File: src/rtl/keypad_scanner.sv
// keypad_scanner: 4x4 matrix keypad scanner with press/release debounce.
// Drives one active-low column at a time, samples the registered rows at the
// last cycle of each column period, and presents a held-level key strobe.
// Optional build macro: KEYPAD_ROW_SYNC_EN adds a metastability flop ahead of
// rows_q for asynchronous keypad pins.
module keypad_scanner #(
  parameter int SCAN_DIV     = 1000,
  parameter int DEBOUNCE_CNT = 8
) (
  input  logic       clk,
  input  logic       reset,
  input  logic [3:0] rows,
  output logic [3:0] cols,
  output logic       readKey,
  output logic [3:0] pressedkey
);

  localparam int DIV_W = (SCAN_DIV > 1) ? $clog2(SCAN_DIV) : 1;
  localparam int CNT_W = $clog2(DEBOUNCE_CNT + 1);
  localparam logic [DIV_W-1:0] DIV_LAST = DIV_W'(SCAN_DIV - 1);
  localparam logic [CNT_W-1:0] CNT_TGT  = CNT_W'(DEBOUNCE_CNT);
  localparam logic [CNT_W-1:0] CNT_ONE  = CNT_W'(1);

  localparam logic [1:0] S_SCAN     = 2'd0;
  localparam logic [1:0] S_DEBOUNCE = 2'd1;
  localparam logic [1:0] S_ASSERT   = 2'd2;
  localparam logic [1:0] S_HELD     = 2'd3;

  logic [1:0]       state;
  logic [1:0]       col;
  logic [1:0]       rec_row;
  logic [DIV_W-1:0] div_cnt;
  logic [CNT_W-1:0] match_cnt;
  logic [CNT_W-1:0] rel_cnt;
  logic [3:0]       rows_in;
  logic [3:0]       rows_q;
  logic [1:0]       low_row;
  logic             any_low;
  logic             sample;

`ifdef KEYPAD_ROW_SYNC_EN
  logic [3:0] rows_meta;

  // First synchronizer stage; rows_q acts as the second stage (2-cycle path)
  always_ff @(posedge clk) begin
    if (reset) rows_meta <= '1;
    else       rows_meta <= rows;
  end

  assign rows_in = rows_meta;
`else
  assign rows_in = rows;
`endif

  // Registered row inputs used by every sampling decision
  always_ff @(posedge clk) begin
    if (reset) rows_q <= '1;
    else       rows_q <= rows_in;
  end

  // Lowest-index low row wins (row 0 has highest priority)
  always_comb begin
    any_low = (rows_q != 4'hF);
    if (!rows_q[0])      low_row = 2'd0;
    else if (!rows_q[1]) low_row = 2'd1;
    else if (!rows_q[2]) low_row = 2'd2;
    else                 low_row = 2'd3;
  end

  assign sample = (div_cnt == DIV_LAST);
  assign cols   = ~(4'b0001 << col);

  function automatic logic [3:0] key_code(input logic [1:0] r, input logic [1:0] c);
    case ({r, c})
      4'h0: key_code = 4'd1;   4'h1: key_code = 4'd2;
      4'h2: key_code = 4'd3;   4'h3: key_code = 4'd12;
      4'h4: key_code = 4'd4;   4'h5: key_code = 4'd5;
      4'h6: key_code = 4'd6;   4'h7: key_code = 4'd13;
      4'h8: key_code = 4'd7;   4'h9: key_code = 4'd8;
      4'hA: key_code = 4'd9;   4'hB: key_code = 4'd14;
      4'hC: key_code = 4'd11;  4'hD: key_code = 4'd0;
      4'hE: key_code = 4'd10;  default: key_code = 4'd15;
    endcase
  endfunction

  // Column divider, scan/debounce FSM and output registers
  always_ff @(posedge clk) begin
    if (reset) begin
      state      <= S_SCAN;
      col        <= 2'd0;
      rec_row    <= 2'd0;
      div_cnt    <= '0;
      match_cnt  <= '0;
      rel_cnt    <= '0;
      readKey    <= 1'b0;
      pressedkey <= '0;
    end else begin
      div_cnt <= sample ? '0 : div_cnt + DIV_W'(1);
      case (state)
        S_SCAN: begin
          if (sample) begin
            if (!any_low) begin
              col <= col + 2'd1;
            end else begin
              rec_row   <= low_row;
              match_cnt <= CNT_ONE;
              // A single required sample accepts the key on detection itself
              if (DEBOUNCE_CNT == 1) begin
                pressedkey <= key_code(low_row, col);
                state      <= S_ASSERT;
              end else begin
                state <= S_DEBOUNCE;
              end
            end
          end
        end
        S_DEBOUNCE: begin
          if (sample) begin
            if (any_low && (low_row == rec_row)) begin
              match_cnt <= match_cnt + CNT_ONE;
              if ((match_cnt + CNT_ONE) == CNT_TGT) begin
                pressedkey <= key_code(rec_row, col);
                state      <= S_ASSERT;
              end
            end else begin
              match_cnt <= '0;
              col       <= col + 2'd1;
              state     <= S_SCAN;
            end
          end
        end
        S_ASSERT: begin
          readKey   <= 1'b1;
          match_cnt <= '0;
          rel_cnt   <= '0;
          state     <= S_HELD;
        end
        default: begin
          if (sample) begin
            if (any_low) begin
              rel_cnt <= '0;
            end else if ((rel_cnt + CNT_ONE) == CNT_TGT) begin
              rel_cnt <= '0;
              readKey <= 1'b0;
              col     <= col + 2'd1;
              state   <= S_SCAN;
            end else begin
              rel_cnt <= rel_cnt + CNT_ONE;
            end
          end
        end
      endcase
    end
  end

endmodule

File: config.mk
export PLATFORM = sky130hd
export DESIGN_NAME = keypad_scanner
export DESIGN_NICKNAME = d
export VERILOG_FILES = /design/src/rtl/keypad_scanner.sv
export SDC_FILE = /design/constraint.sdc
export NUM_CORES = 1
export LEC_CHECK = 0
export CORE_ASPECT_RATIO = 0.9
export CORE_UTILIZATION = 57
export CTS_CLUSTER_SIZE = 8
export DETAILED_ROUTE_END_ITERATION = 10
export GPL_TIMING_DRIVEN = 0
export PLACE_DENSITY = 0.86
export RECOVER_POWER = 25
export SYNTH_ARGS = -nofsm -noshare
export SYNTH_HDL_FRONTEND = slang
export SYNTH_SLANG_ARGS = --single-unit
File: constraint.sdc
create_clock -name clk -period 2.2 [get_ports clk]
set_input_delay 0.55 -clock clk [delete_from_list [all_inputs] [get_ports clk]]
set_output_delay 0.55 -clock clk [all_outputs]
set_load 0.005 [all_outputs]
# After elaboration in Yosys (flattened, before gate mapping)
# Memories as Yosys holds them, arrays and structs flattened. A register that Yosys moved wholly into a read port is not among the register bits.
# Cells that the tools add are included.
[op_classes]
addsub = 4
n_eq_ne = 16
n_shift = 1
n_mux = 33
bitwise_logic = 3
reduce_logical = 16
[op_table]
columns = ["cell", "n"]
rows = [
  ["$mux W2", 17],
  ["$mux W4", 7],
  ["$pmux W2 S3", 2],
  ["$pmux W4 S3", 1],
  ["$reduce_and A4 Y1", 3],
  ["$add A10 B1 Y10 const B", 1],
  ["$eq A10 B10 Y1 const B", 1],
  ["$ne A2 B2 Y1 const B", 5],
  ["$add A4 B1 Y4 const B", 2],
  ["$eq A4 B4 Y1 const B", 2],
  ["$pmux W4 S2", 1],
  ["$reduce_and A7 Y1", 1],
  ["$reduce_and A6 Y1", 1],
  ["$reduce_bool A3 Y1", 2],
  ["$mux W1", 4],
  ["$ne A2 B1 Y1 const B", 2],
  ["$ne A4 B1 Y1 const B", 1],
  ["$ne A4 B4 Y1 const B", 1],
  ["$not A4 Y4", 1],
  ["$reduce_bool A2 Y1", 2],
  ["$reduce_bool A4 Y1", 1],
  ["$reduce_or A2 Y1", 2],
  ["$shl A1 B2 Y4 const A", 1],
  ["$ne A3 B3 Y1 const B", 1],
  ["10 further kinds", 11],
]
[totals]
reg_bits = 29
romBits = 64
inputBits = 6
wordCells = 82
n_memories = 1
[mem_list]
columns = ["name", "depth", "width", "rd", "rd_ports_with_merged_regs", "write_ports", "line", "text"]
rows = [
  ["(name not given)", 16, 4, 1, 1, 0, "74", "case ({r, c})"],
]

# Longest topological paths before layout
[logic_depth]
ltp_word = 8
depth_mapped = 8

# Least setup slack after synthesis
# No wires, ideal clock.
[synth_timing]
path_kind = "reg2reg"
startpoint = "register div_cnt[3]"
endpoint = "register match_cnt[0]"
arrival_time_ns = 1.836
path_slack_ns = 0.248
stages_incl_launch_ff = 7
synth_period_minus_slack_ns = 1.952
cell_sequence = "dfxtp_1 -> or3b_1 -> or3_2 -> clkbuf_1 -> a22oi_1 -> o221ai_1 -> o211a_1"
[synth_via]
elab_chain_cells = 3
word_cells_on_any_way = 4
[synth_lines]
columns = ["element", "line", "text"]
rows = [
  ["start: declaration", "32", "logic [DIV_W-1:0] div_cnt;"],
  ["start signal: assignment", "98", "div_cnt <= sample ? '0 : div_cnt + DIV_W'(1);"],
  ["$eq A10 B10 Y1 *", "70", "assign sample = (div_cnt == DIV_LAST);"],
  ["$ne A2 B2 Y1 (no source line)", "n/a", ""],
  ["$reduce_and A4 Y1 (no source line) *", "n/a", ""],
  ["end signal: assignment", "120", "match_cnt <= match_cnt + CNT_ONE;"],
  ["end: declaration", "33", "logic [CNT_W-1:0] match_cnt;"],
]
# Mark *: on every way between the ends. The rest lies on a longest branch, timed or not.
# A chain may end at the register's enable or synchronous reset.

# Final worst setup path
[layout_timing]
startpoint = "register state[1]"
endpoint = "register state[1]"
[layout_via]
elab_chain_cells = 3
word_cells_on_any_way = 12
[layout_lines]
columns = ["element", "line", "text"]
rows = [
  ["start: declaration", "29", "logic [1:0] state;"],
  ["start signal: assignment", "89", "state <= S_SCAN;"],
  ["start signal: assignment", "110", "state <= S_ASSERT;"],
  ["start signal: assignment", "112", "state <= S_DEBOUNCE;"],
  ["$eq A2 B2 Y1, or another cell as far along", "99", "case (state)"],
  ["$ne A4 B1 Y1 (no source line), or another cell as far along", "n/a", ""],
  ["$reduce_and A7 Y1 (no source line)", "n/a", ""],
]
# Several ways; a longest one is shown, not always the timed one.

==> metrics.txt <==
# TYPE chip_impl_metric gauge
chip_impl_metric{name="post_route_cells_drive_above_1_share",unit="%"} 12.55
chip_impl_metric{name="power_per_cell_area",unit="mW/mm²"} 570.1
chip_impl_metric{name="cts.reportedPaths.clkPinSlew",unit="ns"} 0.07
chip_impl_metric{name="grt_max_degree",unit=""} 12
chip_impl_metric{name="yosys_warning_count",unit=""} 0
chip_impl_metric{name="cts_buffer_depth",unit=""} 2
chip_impl_metric{name="detailed_place_hpwl",unit="µm"} 3004
chip_impl_metric{name="num_vias",unit=""} 1771
chip_impl_metric{name="cts_sinks",unit=""} 33
chip_impl_info{name="startpoint_type",value="flip-flop"} 1
chip_impl_metric{name="site_row_count",unit=""} 19
chip_impl_metric{name="worstPathRequired",unit="ns"} 2.40
chip_impl_metric{name="total_setup_violations_reported_at_the_end_of_the_flow",unit=""} 0
chip_impl_metric{name="first_pass_grt_wire_length",unit="µm"} 7458
chip_impl_metric{name="part_of_the_yosys_area_used_for_sequential_elements",unit="%"} 34.94
chip_impl_metric{name="slew_headroom",unit="%"} 62.59
chip_impl_metric{name="fmax",unit="MHz"} 465.2
chip_impl_metric{name="cts_hold_buffers",unit=""} 0
chip_impl_metric{name="vdd_ir_drop_max",unit="mV"} 0.3940
chip_impl_metric{name="end_of_flow_core_utilization",unit="%"} 71.84
chip_impl_info{name="most-common-layout-cells",value="sky130_fd_sc_hd__dfxtp_1, sky130_fd_sc_hd__nand2_1, sky130_fd_sc_hd__inv_1, sky130_fd_sc_hd__a21oi_1, sky130_fd_sc_hd__nor2_1"} 1
chip_impl_metric{name="synth_enable_flop_cells",unit=""} 0
chip_impl_metric{name="number_of_i_o_port_buffers",unit=""} 13
chip_impl_info{name="critPathCaptureType",value="flip-flop"} 1
chip_impl_metric{name="chipWidth",unit="µm"} 62.71
chip_impl_metric{name="die_y",unit="µm"} 56.64
chip_impl_metric{name="fin_cells",unit=""} 289
chip_impl_info{name="outcome",value="finished, final reports clean"} 1
chip_impl_metric{name="globalRouteOverflowTotal",unit=""} 0
chip_impl_metric{name="initial_antenna_violation_count",unit=""} 0
chip_impl_metric{name="synth.ff_latch_count",unit=""} 33
chip_impl_metric{name="timing.critical_path.fanout_max",unit=""} 7
chip_impl_metric{name="routedWlPerCell",unit="µm"} 15.28
chip_impl_metric{name="fin_skew",unit="ns"} 0.005996
chip_impl_metric{name="drc",unit=""} 0
chip_impl_metric{name="die_area",unit="mm²"} 0.003551
chip_impl_info{name="hp-class",value="flip-flop to flip-flop"} 1
chip_impl_metric{name="drtPass1Iterations",unit=""} 5
chip_impl_metric{name="skew_pair_late_insertion_delay",unit="ns"} 0.30
chip_impl_info{name="timing.setup.critical_path_class",value="flip-flop to flip-flop"} 1
chip_impl_metric{name="dp_cells",unit=""} 282
chip_impl_metric{name="floorplan.initialDensity",unit="%"} 60.71
chip_impl_metric{name="maxSlewViolCount",unit=""} 0
chip_impl_metric{name="syn-instance-count",unit=""} 227
chip_impl_metric{name="post_synth.cell_area_avg",unit="µm²"} 8.328
chip_impl_info{name="clk_root_buffer_cell",value="sky130_fd_sc_hd__clkbuf_8"} 1
chip_impl_info{name="critical_path.slowest_cell",value="sky130_fd_sc_hd__or4_1"} 1
chip_impl_metric{name="core_area",unit="mm²"} 0.003114
chip_impl_info{name="timing.critical_path.cells",value="inv_1 -> ha_2 -> nor2b_1 -> o21ai_0 -> a22o_1 -> or4_1 -> o211ai_1"} 1
chip_impl_metric{name="tns",unit="ns"} 0
chip_impl_metric{name="antenna_violating_nets_left",unit=""} 0
chip_impl_metric{name="initialDrtViolationCount",unit=""} 205
chip_impl_info{name="layout_commonest_cell",value="sky130_fd_sc_hd__dfxtp_1"} 1
chip_impl_metric{name="power.leakage",unit="nW"} 0.8324
chip_impl_metric{name="timing.final.crit_share",unit="%"} 97.71
chip_impl_metric{name="critPathMaxStageDelay",unit="ns"} 0.50
chip_impl_metric{name="grtUsageTotal",unit="%"} 27.04
chip_impl_metric{name="synth.lib_cells_used.distinct",unit=""} 51
chip_impl_info{name="synth_ff_type",value="sky130_fd_sc_hd__dfxtp_1"} 1
chip_impl_info{name="tritoncts",value="built"} 1
chip_impl_metric{name="syn_nets",unit=""} 245
chip_impl_metric{name="gp_congestion",unit=""} 0.8725
chip_impl_metric{name="wl",unit="µm"} 4416
chip_impl_metric{name="critPathArrivalTime",unit="ns"} 2.35
chip_impl_metric{name="async_flop_share",unit="%"} 0
chip_impl_metric{name="design.portCount",unit=""} 15
chip_impl_metric{name="cts_made_buffers",unit=""} 5
chip_impl_metric{name="final.setup.worst_slack",unit="ns"} 0.05044
chip_impl_metric{name="timing_worst_slew_pin_value",unit="ns"} 0.5597
chip_impl_metric{name="finalNetCount",unit=""} 264
chip_impl_metric{name="place_worst_setup_slack",unit="ns"} -0.09550
chip_impl_metric{name="mappedNetlistArea",unit="mm²"} 0.001891
chip_impl_metric{name="post-route-min-period",unit="ns"} 2.150
chip_impl_metric{name="htreeDepth",unit=""} 2
chip_impl_metric{name="drt-vias-per-instance",unit=""} 6.128
chip_impl_metric{name="postCtsSetupBuffers",unit=""} 0
chip_impl_metric{name="final.fill_count",unit=""} 240
chip_impl_metric{name="number_of_max_cap_violations",unit=""} 0
chip_impl_metric{name="vias_in_the_first_global_route",unit=""} 1596
chip_impl_metric{name="antenna-diode-count",unit=""} 0
chip_impl_metric{name="whs",unit="ns"} 0.4481
chip_impl_metric{name="syn2layout_area_growth",unit="%"} 18.33
chip_impl_metric{name="final_hold_viol_count",unit=""} 0
## final timing paths
| check | cells past startpoint | startpoint | to | slack [ns] |
|---|---|---|---|---|
| worst max-delay path | 7 | state[1] | state[1] | 0.05 |
| worst min-delay path | 1 | div_cnt[0] | div_cnt[0] | 0.45 |
| worst max register to register | 7 | state[1] | state[1] | 0.05 |
| worst min register to register | 1 | div_cnt[0] | div_cnt[0] | 0.45 |
## cell usage after synthesis (all sizes together) (5+ instances only)
cell type,number,area share (%)
nand3,7,1.9
o211ai,8,3.2
a21oi,15,4.0
or4,5,2.1
nand4,7,2.3
dfxtp,33,35
nand2,17,3.4
or2,6,2.0
ha,12,7.9
o21ai,10,2.6
inv,16,3.2
clkbuf,8,1.6
nor2,16,3.2
## registers in the layout, indices dropped and copies added (netlist names)
register and flops:
rel_cnt 4, state 2, pressedkey 4, col 2
div_cnt 10, readKey 1, match_cnt 4, rows_q 4
rec_row 2
## metal layers
| layer | vias up | part of all wire (%) | GRT usage (%) |
|---|---|---|---|
| li1 | 876 | - | - |
| met1 | 810 | 46 | 36.62 |
| met3 | 8 | 7.4 | 8.333 |
| met4 | 0 | 1.4 | 9.967 |
| met5 | - | 0 | 0 |
| met2 | 77 | 45 | 40.22 |
## power breakdown
part	total [mW]	switching [mW]	internal (mW)
clock	0.608	0.240	0.368
sequential	0.613	0.00740	0.606
combinational	0.0543	0.0328	0.0215
total	1.28	0.280	0.995
## worst max-delay path, delay by kind of cell, from the launching register on
kind / cells / cell delay (ns)
buffers and inverters: 1 / 0.09
AND/OR/NAND/NOR: 2 / 0.65
AO/OA/AOI/OAI: 3 / 0.68
adder cells (fa/ha/maj): 1 / 0.28
flip-flops: 1 / 0.36
## logic make-up (layout without fill, tap and decap cells)
logic type | count (synthesis) | in the layout | synth area share (%)
xor gates and xnor gates | 8 | 8 | 3.706
DFF | 33 | 33 | 34.94
muxes | 3 | 3 | 1.588
buffers and inverters | 24 | 44 | 4.765
and+or+nand+nor | 84 | 84 | 24.02
adders and majority gates | 12 | 12 | 7.942
AOI/OAI and AO/OA | 63 | 63 | 23.03
## what timing repair did
item                                    4_1_cts  5_1_grt
pin swaps                                     0        1
endpoints found under the setup margin        4       12
hold endpoints to repair                      0        0
gates cloned                                  0        0
resized for setup                             3       16
## metrics by stage
stage | power (mW) | area (µm²)
3_5_place_dp | 0.6777 | 2073
2_1_floorplan | 0.6598 | 1891
5_1_grt | 1.313 | 2237
3_3_place_gp | 0.6773 | 2073
6_report | 1.275 | 2237
4_1_cts | 1.282 | 2201
## layout make-up
cell class                      count  area [µm²]  area share (%)
Multi-Input combinational cell    170        1181           52.80
Sequential cell                    33       664.4           29.70
Timing Repair Buffer               13       130.1           5.817
Clock buffer                        6       82.58           3.691
Inverter                           16       60.06           2.685
Tap cell                           42       52.55           2.349
Clock inverter                      2       37.54           1.678
Buffer                              7       28.78           1.286
(Power assumes the default switching activity.)
